$ cat src/rtl/fs_accel_pkg.sv
// ---------------------------------------------------------------------------
// fs_accel_pkg
// Shared constants and helpers for the fs_accel convolution datapath.
//   FS_OBUF_DW             default output-buffer data width
//   FS_OBUF_DEPTH          default output-buffer depth (entries)
//   FS_OBUF_RELU_THRESHOLD ReLU clamp threshold; words below it are stored as 0
//   fs_clog2()             ceiling log2 usable in constant expressions
// ---------------------------------------------------------------------------
package fs_accel_pkg;

    localparam int FS_OBUF_DW             = 32;
    localparam int FS_OBUF_DEPTH          = 8;
    localparam int FS_OBUF_RELU_THRESHOLD = 0;

    // Number of bits needed to encode values 0 .. value-1; minimum result 1 so
    // that pointer declarations never collapse to zero width.
    function automatic int fs_clog2(input int value);
        int result;
        int v;
        result = 0;
        v      = value - 1;
        while (v > 0) begin
            result = result + 1;
            v      = v >> 1;
        end
        if (result == 0) begin
            result = 1;
        end
        return result;
    endfunction

endpackage

$ cat src/rtl/fs_accel_obuf_fifo_if.sv
// ---------------------------------------------------------------------------
// fs_accel_obuf_fifo_if
// Handshake bundle for the fs_accel output buffer.
//   enb            global enable (stall when low)
//   obuf_flush     synchronous clear of contents and overflow flag
//   obuf_di        load data (signed)
//   obuf_ld_valid  producer word valid
//   obuf_ld_ready  FIFO can accept a word
//   obuf_do        head-of-FIFO data
//   obuf_rd_valid  head word valid
//   obuf_rd_ready  consumer takes head word
//   obuf_count     stored-word count
//   obuf_ovf       sticky overflow flag
// Modports: master = producer/consumer side, slave = the FIFO.
// ---------------------------------------------------------------------------
interface fs_accel_obuf_fifo_if
    import fs_accel_pkg::*;
#(
    parameter int DW    = FS_OBUF_DW,
    parameter int DEPTH = FS_OBUF_DEPTH
) ();

    localparam int CW = fs_clog2(DEPTH + 1);

    logic          enb;
    logic          obuf_flush;
    logic [DW-1:0] obuf_di;
    logic          obuf_ld_valid;
    logic          obuf_ld_ready;
    logic [DW-1:0] obuf_do;
    logic          obuf_rd_valid;
    logic          obuf_rd_ready;
    logic [CW-1:0] obuf_count;
    logic          obuf_ovf;

    modport master (
        output enb,
        output obuf_flush,
        output obuf_di,
        output obuf_ld_valid,
        input  obuf_ld_ready,
        input  obuf_do,
        input  obuf_rd_valid,
        output obuf_rd_ready,
        input  obuf_count,
        input  obuf_ovf
    );

    modport slave (
        input  enb,
        input  obuf_flush,
        input  obuf_di,
        input  obuf_ld_valid,
        output obuf_ld_ready,
        output obuf_do,
        output obuf_rd_valid,
        input  obuf_rd_ready,
        output obuf_count,
        output obuf_ovf
    );

endinterface

$ cat src/rtl/fs_accel_obuf_mem.sv
// ---------------------------------------------------------------------------
// fs_accel_obuf_mem
// DEPTH x DW register array, one synchronous write port and one asynchronous
// read port. Contents are deliberately not reset.
//   clk    clock
//   we     write enable
//   waddr  write address
//   wdata  write data
//   raddr  read address
//   rdata  read data (combinational from raddr)
// ---------------------------------------------------------------------------
module fs_accel_obuf_mem
    import fs_accel_pkg::*;
#(
    parameter int DW    = FS_OBUF_DW,
    parameter int DEPTH = FS_OBUF_DEPTH,
    parameter int AW    = fs_clog2(DEPTH)
) (
    input  logic          clk,
    input  logic          we,
    input  logic [AW-1:0] waddr,
    input  logic [DW-1:0] wdata,
    input  logic [AW-1:0] raddr,
    output logic [DW-1:0] rdata
);

    logic [DW-1:0] mem [DEPTH];

    always_ff @(posedge clk) begin
        if (we) begin
            mem[waddr] <= wdata;
        end
    end

    assign rdata = mem[raddr];

endmodule

$ cat src/rtl/fs_accel_obuf_fifo.sv
// ---------------------------------------------------------------------------
// fs_accel_obuf_fifo
// First-word-fall-through output buffer between the accumulator/quantiser
// stage (producer) and the bus/writeback stage (consumer).
//   clk    clock, all state changes on the rising edge
//   reset  synchronous active-high reset
//   bus    fs_accel_obuf_fifo_if.slave handshake bundle (enable, flush,
//          load/read handshakes, occupancy count, sticky overflow)
// Configuration macro: FS_ACCEL_OBUF_RELU_EN -- when defined, negative words
// are stored as zero (ReLU on load); otherwise words are stored unmodified.
// DW/DEPTH must match the parameters of the connected interface instance.
// ---------------------------------------------------------------------------
module fs_accel_obuf_fifo
    import fs_accel_pkg::*;
#(
    parameter int DW    = FS_OBUF_DW,
    parameter int DEPTH = FS_OBUF_DEPTH
) (
    input  logic                 clk,
    input  logic                 reset,
    fs_accel_obuf_fifo_if.slave  bus
);

    localparam int CW = fs_clog2(DEPTH + 1);
    localparam int AW = fs_clog2(DEPTH);

    logic [AW-1:0] wp;
    logic [AW-1:0] rp;
    logic [CW-1:0] count;
    logic          ovf;
    logic          full;
    logic          empty;
    logic          push;
    logic          pop;
    logic          mem_we;
    logic [DW-1:0] wdata;
    logic [DW-1:0] rdata;

    assign full  = (count == CW'(DEPTH));
    assign empty = (count == '0);

    // Ready depends only on enable and fullness, never on the consumer, so
    // there is no combinational path from rd_ready back to ld_ready.
    assign bus.obuf_ld_ready = bus.enb & ~full;
    assign bus.obuf_rd_valid = bus.enb & ~empty;

    assign push = bus.obuf_ld_valid & bus.obuf_ld_ready;
    assign pop  = bus.obuf_rd_valid & bus.obuf_rd_ready;

    // Reset and flush take priority over a push in the same cycle, so the
    // array must not be written then either.
    assign mem_we = push & ~reset & ~bus.obuf_flush;

`ifdef FS_ACCEL_OBUF_RELU_EN
    // The sign bit alone decides the clamp, since the threshold is zero.
    assign wdata = bus.obuf_di[DW-1] ? '0 : bus.obuf_di;
`else
    assign wdata = bus.obuf_di;
`endif

    // Pointer, count and overflow update: reset, then flush, then stall on
    // enb low, then the push/pop handshake.
    always_ff @(posedge clk) begin
        if (reset || bus.obuf_flush) begin
            wp    <= '0;
            rp    <= '0;
            count <= '0;
            ovf   <= 1'b0;
        end else if (bus.enb) begin
            if (push) begin
                wp <= wp + AW'(1);
            end
            if (pop) begin
                rp <= rp + AW'(1);
            end
            if (push && !pop) begin
                count <= count + CW'(1);
            end else if (pop && !push) begin
                count <= count - CW'(1);
            end
            // A load attempt against a full buffer is dropped but remembered.
            if (bus.obuf_ld_valid && full) begin
                ovf <= 1'b1;
            end
        end
    end

    fs_accel_obuf_mem #(
        .DW    (DW),
        .DEPTH (DEPTH),
        .AW    (AW)
    ) u_mem (
        .clk   (clk),
        .we    (mem_we),
        .waddr (wp),
        .wdata (wdata),
        .raddr (rp),
        .rdata (rdata)
    );

    assign bus.obuf_do    = rdata;
    assign bus.obuf_count = count;
    assign bus.obuf_ovf   = ovf;

endmodule

$ cat src/flat_wrapper.sv
// flat-port wrapper written by rule: the top's interface ports become plain ports
module fs_accel_obuf_fifo_flat import fs_accel_pkg::*;
#(
    parameter int DW    = FS_OBUF_DW,
    parameter int DEPTH = FS_OBUF_DEPTH
)
  (clk, reset, bus_enb, bus_obuf_flush, bus_obuf_di, bus_obuf_ld_valid, bus_obuf_ld_ready, bus_obuf_do, bus_obuf_rd_valid, bus_obuf_rd_ready, bus_obuf_count, bus_obuf_ovf);
  fs_accel_obuf_fifo_if #(.DW(DW), .DEPTH(DEPTH)) bus_i ();
  input  logic clk;
  input  logic reset;
  input wire logic [$bits(bus_i.enb)-1:0] bus_enb;
  input wire logic [$bits(bus_i.obuf_flush)-1:0] bus_obuf_flush;
  input wire logic [$bits(bus_i.obuf_di)-1:0] bus_obuf_di;
  input wire logic [$bits(bus_i.obuf_ld_valid)-1:0] bus_obuf_ld_valid;
  output wire logic [$bits(bus_i.obuf_ld_ready)-1:0] bus_obuf_ld_ready;
  output wire logic [$bits(bus_i.obuf_do)-1:0] bus_obuf_do;
  output wire logic [$bits(bus_i.obuf_rd_valid)-1:0] bus_obuf_rd_valid;
  input wire logic [$bits(bus_i.obuf_rd_ready)-1:0] bus_obuf_rd_ready;
  output wire logic [$bits(bus_i.obuf_count)-1:0] bus_obuf_count;
  output wire logic [$bits(bus_i.obuf_ovf)-1:0] bus_obuf_ovf;
  assign bus_i.enb = bus_enb;
  assign bus_i.obuf_flush = bus_obuf_flush;
  assign bus_i.obuf_di = bus_obuf_di;
  assign bus_i.obuf_ld_valid = bus_obuf_ld_valid;
  assign bus_obuf_ld_ready = bus_i.obuf_ld_ready;
  assign bus_obuf_do = bus_i.obuf_do;
  assign bus_obuf_rd_valid = bus_i.obuf_rd_valid;
  assign bus_i.obuf_rd_ready = bus_obuf_rd_ready;
  assign bus_obuf_count = bus_i.obuf_count;
  assign bus_obuf_ovf = bus_i.obuf_ovf;
  fs_accel_obuf_fifo #(.DW(DW), .DEPTH(DEPTH)) u_core (.clk(clk), .reset(reset), .bus(bus_i));
endmodule
$ cat config.mk
export PLATFORM = sky130hd
export DESIGN_NAME = fs_accel_obuf_fifo_flat
export DESIGN_NICKNAME = d
export VERILOG_FILES = /design/src/rtl/fs_accel_pkg.sv /design/src/rtl/fs_accel_obuf_fifo_if.sv /design/src/rtl/fs_accel_obuf_mem.sv /design/src/rtl/fs_accel_obuf_fifo.sv /design/src/flat_wrapper.sv
export SDC_FILE = /design/constraint.sdc
export NUM_CORES = 1
export LEC_CHECK = 0
export ABC_CLOCK_PERIOD_IN_PS = 4800
export BUFFER_PORTS_ARGS = -buffer_cell sky130_fd_sc_hd__buf_2
export CELL_PAD_IN_SITES_DETAIL_PLACEMENT = 1
export CELL_PAD_IN_SITES_GLOBAL_PLACEMENT = 1
export CORE_ASPECT_RATIO = 1.1
export CORE_MARGIN = 2
export CORE_UTILIZATION = 53
export CTS_CLUSTER_DIAMETER = 200
export DETAILED_ROUTE_END_ITERATION = 8
export PLACE_DENSITY_LB_ADDON = 0.1
export SYNTH_ARGS = -nofsm -noshare
export SYNTH_HDL_FRONTEND = slang
export SYNTH_SLANG_ARGS = --single-unit
$ cat constraint.sdc
create_clock -name clk -period 4.8 [get_ports clk]
set_input_delay 0.24 -clock clk [delete_from_list [all_inputs] [get_ports clk]]
set_output_delay 0.24 -clock clk [all_outputs]
set_load 0.05 [all_outputs]
Word level (Yosys, flattened, before mapping)
Memory sizes are Yosys's and may differ from the RTL's. A register that Yosys moved wholly into a read port is not among the register bits.
Index checks and enable logic that the tools add are counted.
- mux-type cells: 6
- bitwise logic cells: 10
- $add $sub $neg: 4
- equal/unequal tests: 1
- reduce and logical (&&, ||, !) cells: 12
- operator list (operator ; count):
    4-bit two-way mux ; 2
    2-bit AND reduction ; 4
    3-bit by 1-bit adder with 3-bit output, second input constant ; 2
    1-bit AND ; 6
    3-bit two-way mux ; 2
    4-bit by 1-bit adder with 4-bit output, second input constant ; 1
    4-bit equality test, second input constant ; 1
    4-bit zero test ; 1
    1-bit NOT ; 4
    4-bit by 1-bit subtractor with 4-bit output, second input constant ; 1
    1-bit logical AND ; 3
    1-bit zero test ; 2
    1-bit two-way mux ; 2
    2-bit nonzero test ; 1
    1-bit logical OR ; 1
- memories kept: 1
- output and inout port bits: 39
- logic and storage cells: 38
- bits in writable memories: 256
- flip-flop bits (word level): 11
- memory list (name ; depth ; bits a word ; read ports ; clocked after memory_dff ; wr ports ; RTL line ; RTL):
    u_core.u_mem.mem ; 8 ; 32 ; 1 ; 1 ; 1 ; fs_accel_obuf_mem.sv:27 ; logic [DW-1:0] mem [DEPTH];

Longest topological paths before layout
Gate-level depths: netlist of the first run.
- word-level depth: 8
- depth in mapped cells: 10

Cells and area by module
Synthesis of the first run repeated with hierarchy kept, for this count alone.
- cell total of the unflattened synthesis: 444
- area, all modules: 10415.0 um2
- modules (own cells, without submodules) (module ; cells each ; times used ; area each (um2)):
    fs_accel_obuf_mem ; 383 ; 1 ; 9825.7
    fs_accel_obuf_fifo ; 61 ; 1 ; 589.3

Least setup slack after synthesis of the first run
No wires, ideal clock.
- kind: reg2reg
- from: register u_core.count[0] (netlist: u_core.bus.obuf_count[0])
- to: memory u_core.u_mem.mem[2][0] (netlist bit) (enable)
- data required time: 4.339 ns
- stages on the path, launching flop included: 6
- path buffers: 1
- data arrival time: 3.580 ns
- setup slack: 0.759 ns
- cell sequence: dfxtp_1 or4b_4 nor2b_4 buf_6 nand3_1 nor3_1
- cells in the longest elaborated chain, start to end: 8
- ends and longest elaborated chain (item ; RTL line ; RTL):
    from (decl) ; fs_accel_obuf_fifo.sv:29 ; logic [CW-1:0] count;
    from (signal assigned) ; fs_accel_obuf_fifo.sv:77 ; count <= count + CW'(1);
    from (signal assigned) ; fs_accel_obuf_fifo.sv:79 ; count <= count - CW'(1);
    4-bit equality test ; fs_accel_obuf_fifo.sv:39 ; assign full = (count == CW'(DEPTH));
    1-bit NOT ; fs_accel_obuf_fifo.sv:44 ; assign bus.obuf_ld_ready = bus.enb & ~full;
    1-bit AND ; fs_accel_obuf_fifo.sv:44 ;
    1-bit AND ; fs_accel_obuf_fifo.sv:47 ; assign push = bus.obuf_ld_valid & bus.obuf_ld_ready;
    1-bit AND (2 in a row) ; fs_accel_obuf_fifo.sv:52 ; assign mem_we = push & ~reset & ~bus.obuf_flush;
    1-bit two-way mux ; fs_accel_obuf_mem.sv:30 ; if (we) begin
    1-bit two-way mux (implied by the code) ; fs_accel_obuf_mem.sv:31 ; mem[waddr] <= wdata;
    to (decl) ; fs_accel_obuf_mem.sv:27 ;
No other way between the ends.

==> results of run 1 <==
registers in the layout, summed over array words and instances, names as in the netlist, named ones only:
| name | count |
|---|---|
| u_core.rp | 3 |
| u_core.wp | 3 |
| u_core.bus.obuf_ovf | 1 |
| u_core.bus.obuf_count | 4 |
| u_core.u_mem.mem | 256 |
worst paths after layout:
kind / cells past startpoint / startpoint / endpoint
hold / removal: 1 / bus_obuf_di[3] / u_core.u_mem.mem[6][3]
hold reg to reg: 1 / u_core.bus.obuf_ovf / u_core.bus.obuf_ovf
setup reg to reg: 4 / u_core.bus.obuf_count[0] / u_core.u_mem.mem[3][18]
setup / recovery: 4 / register / bus_obuf_do[24]
per-stage QoR:
stage          hold slack, ns  power [mW]  std cells  util [%]
6_report               0.0124        4.75        826      63.4
5_1_grt                0.0113        4.88        826      63.4
4_1_cts               0.00189        4.79        826      63.4
3_5_place_dp            0.457        2.77        758      57.9
3_3_place_gp            0.446        2.76        758      57.9
2_1_floorplan           0.339        2.71        450         -
layout make-up:
class | count | area [um^2] | share of cell area (%)
Multi-Input combinational cell | 158 | 2430 | 19.9
Clock buffer | 31 | 691 | 5.66
Clock inverter | 16 | 154 | 1.26
Tap cell | 247 | 309 | 2.53
Inverter | 1 | 3.75 | 0.0308
Sequential cell | 270 | 7970 | 65.4
Timing Repair Buffer | 103 | 636 | 5.21
cells in the mapped netlist, types with 3 or more instances:
cell,count
edfxtp_1,256
mux4_1,40
mux2_2,32
mux4_2,24
nor2_1,17
dfxtp_1,14
buf_6,8
nand2_1,8
buf_2,6
ha_1,5
buf_1,4
mux2i_1,4
clkbuf_1,3
nand3_1,3
xnor2_1,3
routing by layer:
metal	up-vias	routed length [um]
met5	-	0
met4	0	265
met3	23	809
met2	101	10100
met1	2519	8740
li1	2141	-
cell families (layout without fill, tap and decap cells):
| kind of cell | count (synthesis) | in the layout | synth area share [%] |
|---|---|---|---|
| flops | 270 | 270 | 76.0 |
| fa+ha+maj | 6 | 6 | 0.787 |
| buf+inv | 22 | 151 | 1.43 |
| mux | 100 | 100 | 19.0 |
| simple gates | 39 | 39 | 1.83 |
| compound gates | 8 | 8 | 0.585 |
| xor+xnor | 5 | 5 | 0.418 |
critical path: cells and delay by family (launching register included):
| kind | cells | cell delay [ns] |
|---|---|---|
| DFF | 1 | 1.04 |
| buffers and inverters | 2 | 0.54 |
| muxes | 2 | 0.85 |
report_power, final:
part / switching, mW / internal [mW]
registers: 0.00720 / 2.58
logic: 0.0877 / 0.0526
clock network: 0.830 / 1.18
repair_timing:
action / 4_1_cts / 5_1_grt
resized for setup: 0 / 0
endpoints found under the hold margin: 150 / 0
hold buffers: 21 / 0
==> results.tsv, run 1 <==
stage	metric	value	unit
floorplan	core	19200	um^2
timing	drv_slew	0	
logic_synthesis	ys_seq_elements	270	
layout	final_common_cell	edfxtp_1	
worst_setup_path	cp_max_fo	58	
detailed_routing	wl	19900	um
floorplan	die_height	152	um
clock_tree	clock_latency	0.52	ns
logic_synthesis	synth.distinct_cells	34	
worst_setup_path	end_kind	output pin	
detailed_routing	firstDrtPassIters	6	
logic_synthesis	ys.warnings.count	0	
clock_tree	cts-root-buf	clkbuf_16	
place	place_area	11100	um^2
floorplan	die_area	20900	um^2
grt	antenna_found_initial	0	
logic_synthesis	avgSynthCellArea	23.3	um^2
worst_setup_path	max_stage_delay	1.04	ns
worst_setup_path	path_cells	buf_4 -> mux4_1 -> mux2_2 -> buf_2	
grt	grtUsageMet1	26.2	%
timing	hold_viol_final	0	
floorplan	io_pins	77	
layout	fin_nets	605	
timing	period_needed	3.24	ns
worst_setup_path	slowest_stage	dfxtp_4	
min_path	hp-class	primary input to register	
worst_setup_path	cp.required	4.56	ns
logic_synthesis	synth_nets	494	
logic_synthesis	syn_area	10500	um^2
job	cap_viol_max_count	0	
clock_tree	cts_inserted_buffers	27	
detailed_routing	via_per_inst	5.79	
grt	gr-usage-all-layers	19.5	%
detailed_routing	wl_per_cell	24.1	um
clock_tree	clock_sinks	270	
grt	grt_max_degree	59	
timing	setup_ws	1.56	ns
grt	busiest_layer	met2	
layout	drive_gt1_share	33.0	%
place	place_ws	2.00	ns
grt	overflow	0	
logic_synthesis	synth_edf_count	256	
power	leakagePower	3.99	nW
logic_synthesis	synth_top_area_cell	edfxtp_1	
layout	n_antenna_cell	0	
place	place_hpwl	11000	um
power	pwr_density_cell	389	nW/um^2
worst_setup_path	r2r_slack	2.06	ns
worst_setup_path	arrival	3.00	ns
timing	fmax	0.309	GHz
detailed_routing	drc	0	
layout	synthToLayoutAreaGrowth	16.2	%
layout	layout_common_cells	edfxtp_1 (256), buf_2 (76), mux4_1 (40)	
timing	relSlewSlack	17.1	%
timing	fin_skew	0.0125	ns
grt	grt.met3_usage	3.36	%
worst_setup_path	setup.worst_path.class	register to output pin	
floorplan	num_rows	53	
floorplan	dieWidth	138	um
detailed_routing	drtIter0Drc	292	
clock_tree	cts.path.max_buffers	3	
timing	rsz0062_at_grt	no	
logic_synthesis	yosysTopAreaCellShare	73.3	%
power	ir_worst_vdd	0.326	mV
timing	worst_pin_slew	1.24	ns
place	portBuffers	76	
run_status	status	complete, no violations	
grt	met2_usage	34.4	%
logic_synthesis	netlist_instances	450	
grt	grt_pass1_wl	30800	um
logic_synthesis	synthTopCellsByArea	edfxtp_1 (73%), mux4_1 (10%), mux4_2 (5.2%), mux2_2 (3.4%), dfxtp_1 (2.7%)	
detailed_routing	final_antenna_net_count	0	
layout	fillers	1596	
layout	fin_area	12200	um^2
logic_synthesis	async_reset_ff_share	0	%
timing	tns	0	ns
logic_synthesis	ys_seq_area_share	76.0	%
timing	finalSetupViolations	0	
clock_tree	htreeDepth	1	
grt	grt_pass1_vias	5312	
timing	finalCritPeriodShare	67.5	%
floorplan	start_util	54.5	%
clock_tree	cts_tree	built	
logic_synthesis	synth_top_flop_cell	edfxtp_1	
place	gp_congestion	0.666	
clock_tree	cts_setup_buffers	0	
clock_tree	path_clk_slew	0.06	ns
detailed_routing	num_vias	4784	
worst_setup_path	start_kind	register	
No activity file was read; power rests on OpenSTA's default activity.
==> run 2: changes to the inputs <==
--- a/config.mk
+++ b/config.mk
@@ -5,13 +5,14 @@
 export SDC_FILE = /design/constraint.sdc
 export NUM_CORES = 1
 export LEC_CHECK = 0
-export ABC_CLOCK_PERIOD_IN_PS = 4800
+export ABC_AREA = 1
+export ABC_CLOCK_PERIOD_IN_PS = 3400
 export BUFFER_PORTS_ARGS = -buffer_cell sky130_fd_sc_hd__buf_2
 export CELL_PAD_IN_SITES_DETAIL_PLACEMENT = 1
 export CELL_PAD_IN_SITES_GLOBAL_PLACEMENT = 1
 export CORE_ASPECT_RATIO = 1.1
 export CORE_MARGIN = 2
-export CORE_UTILIZATION = 53
+export CORE_UTILIZATION = 49
 export CTS_CLUSTER_DIAMETER = 200
 export DETAILED_ROUTE_END_ITERATION = 8
 export PLACE_DENSITY_LB_ADDON = 0.1
==> constraint.sdc (replaced) <==
create_clock -name clk -period 3.4 [get_ports clk]
set_input_delay 0.17 -clock clk [delete_from_list [all_inputs] [get_ports clk]]
set_output_delay 0.17 -clock clk [all_outputs]
set_load 0.05 [all_outputs]
==> results.tsv, run 2 <==
stage	metric	value	unit
logic_synthesis	yosysTopAreaCellShare	71.2	%
clock_tree	clock_sinks	270	
logic_synthesis	avgSynthCellArea	12.0	um^2
layout	layout_common_cells	edfxtp_1 (256), nor2_1 (206), o21ai_0 (146)	
place	portBuffers	76	
worst_setup_path	crit_buf_inv	2	
detailed_routing	drc	0	
worst_setup_path	slowest_stage	buf_4	
power	pwr_density_cell	543	nW/um^2
detailed_routing	drtIter0Drc	490	
detailed_routing	wl_per_cell	20.2	um
detailed_routing	final_antenna_net_count	0	
worst_setup_path	critical-path-top-delay-family	buffers and inverters	
grt	overflow	0	
layout	drive_gt1_share	14.0	%
worst_setup_path	rr_startpoint	u_core.bus.obuf_count[1]	
logic_synthesis	ys.warnings.count	0	
floorplan	num_rows	56	
min_path	hold_end	u_core.bus.obuf_ovf	
logic_synthesis	ys_seq_area_share	73.8	%
grt	gr-usage-all-layers	23.0	%
timing	fin_skew	0.0168	ns
logic_synthesis	async_reset_ff_share	0	%
layout	final_common_cell	edfxtp_1	
detailed_routing	num_vias	7213	
logic_synthesis	ys_seq_elements	270	
timing	relSlewSlack	10.9	%
layout	max_flop_register	u_core.u_mem.mem	
place	place_hpwl	16000	um
worst_setup_path	start_kind	register	
floorplan	die_height	160	um
grt	antenna_found_initial	0	
worst_setup_path	cp.required	3.23	ns
worst_setup_path	max_stage_delay	0.64	ns
floorplan	start_util	50.2	%
worst_setup_path	reg2regPathDepth	5	
min_path	hold_path_depth	4	
floorplan	io_pins	77	
timing	finalSetupViolations	0	
logic_synthesis	synth_nets	942	
min_path	hp-class	primary input to register	
timing	period_needed	2.77	ns
logic_synthesis	synth.distinct_cells	28	
timing	hold_viol_final	0	
timing	rsz0062_at_grt	no	
layout	fin_nets	1050	
place	place_ws	0.892	ns
layout	n_antenna_cell	0	
power	leakagePower	4.56	nW
timing	drv_slew	0	
detailed_routing	firstDrtPassIters	5	
timing	tns	0	ns
timing	setup_ws	0.629	ns
job	cap_viol_max_count	0	
timing	worst_pin_slew	1.33	ns
layout	fin_util	59.1	%
place	gp_congestion	0.777	
worst_setup_path	r2r_end	u_core.u_mem.mem[7][29]	
grt	grt_pass1_wl	42600	um
detailed_routing	wl	26500	um
clock_tree	clock_latency	0.54	ns
logic_synthesis	synth_edf_count	256	
logic_synthesis	synth.most_common_cell	edfxtp_1	
clock_tree	htreeDepth	1	
timing	holdWs	0.0553	ns
layout	largest_reg_flops	256	
detailed_routing	via_per_inst	5.49	
clock_tree	cts_inserted_buffers	27	
logic_synthesis	synth_top_flop_cell	edfxtp_1	
logic_synthesis	synth_top_area_cell	edfxtp_1	
worst_setup_path	cp_max_fo	81	
min_path	hp-start	bus_obuf_ld_valid	
grt	grt_max_degree	82	
floorplan	core	21500	um^2
layout	synthToLayoutAreaGrowth	17.8	%
worst_setup_path	path_cells	buf_4 -> nor2_1 -> nor2_1 -> o21ai_0 -> o21ai_1 -> nand2_1 -> nand2_1 -> buf_2	
clock_tree	cts_tree	built	
logic_synthesis	netlist_instances	898	
timing	fmax	0.361	GHz
worst_setup_path	end_kind	output pin	
logic_synthesis	syn_area	10800	um^2
run_status	status	complete, no violations	
floorplan	die_area	23200	um^2
logic_synthesis	synthTopCellsByArea	edfxtp_1 (71%), nor2_1 (7.4%), o21ai_0 (6.8%), nand2_1 (4.0%), dfxtp_1 (2.6%)	
power	ir_worst_vdd	0.443	mV
clock_tree	path_clk_slew	0.06	ns
layout	fillers	2204	
logic_synthesis	synth_common_cells	edfxtp_1 (256), nor2_1 (212), o21ai_0 (146)	
grt	grt_pass1_vias	7960	
clock_tree	cts-root-buf	clkbuf_16	
clock_tree	cts_setup_buffers	0	
clock_tree	cts.path.max_buffers	3	
worst_setup_path	setup.worst_path.class	register to output pin	
worst_setup_path	arrival	2.60	ns
floorplan	dieWidth	146	um
timing	finalCritPeriodShare	81.5	%
worst_setup_path	r2r_slack	0.89	ns
## run 2: layout make-up
type / count / area (um^2) / share of cell area (%)
multi-input cells: 556 / 2510 / 19.7
repair buffers: 130 / 921 / 7.24
clock buffers: 36 / 709 / 5.58
well taps: 290 / 363 / 2.85
flip-flops and latches: 270 / 7980 / 62.7
inverters: 21 / 80.1 / 0.630
clock inverters: 12 / 159 / 1.25
## run 2: metal layers
metal / vias to the layer above / track usage, % / share of wire, %
met1: 3654 / 30.0 / 43
met4: 0 / 6.82 / 2.4
met5: - / 0 / 0
li1: 3354 / - / -
met2: 151 / 40.8 / 51
met3: 54 / 2.80 / 3.5
## run 2: repair_timing
item	4_1_cts	5_1_grt
endpoints found under the hold margin	258	0
hold buffers	34	0
gates resized for setup	0	0
## run 2: cells by family after synthesis
logic type / synth area share, %
flip-flops: 73.8
buffers and inverters: 3.64
AO/OA/AOI/OAI: 9.63
XOR/XNOR: 0.162
AND/OR/NAND/NOR: 12.0
adder cells (fa/ha/maj): 0.765
## run 2: how the worst max path moves through the flow
stage	startpoint	slack, ns	to	cells past startpoint
finish	register	0.63	bus_obuf_do[24]	8
global route	register	0.47	bus_obuf_do[24]	8
CTS	register	0.61	bus_obuf_do[24]	8
detailed placement	u_core.bus.obuf_count[1]	0.89	u_core.u_mem.mem[0][15]	6
global placement	u_core.bus.obuf_count[0]	1.06	u_core.u_mem.mem[0][15]	6
floorplan	u_core.bus.obuf_count[0]	0.04	u_core.u_mem.mem[4][0]	4
## run 2: through the flow
step,area (um^2),power [mW],instances
final,12700,6.91,1315
after global routing,12700,7.11,1315
after CTS,12700,6.97,1315
after detailed placement,11500,3.99,1233
after global placement,11500,3.98,1233
after floorplan,10800,3.88,898
## run 2: worst register-to-register path, cell delays in order (launching register included)
cell     delay [ns]
dfxtp_1        0.42
nor2_1         0.13
nand3_1        0.16
nand3_1        0.37
nor2_4         0.70
buf_4          0.39
## run 2: power by group
group / leakage (nW) / switching [mW] / internal [mW]
Sequential: 2.42 / 0.00976 / 3.65
Clock: 0.422 / 1.19 / 1.76
Combinational: 1.72 / 0.211 / 0.0880
Total: 4.56 / 1.41 / 5.50
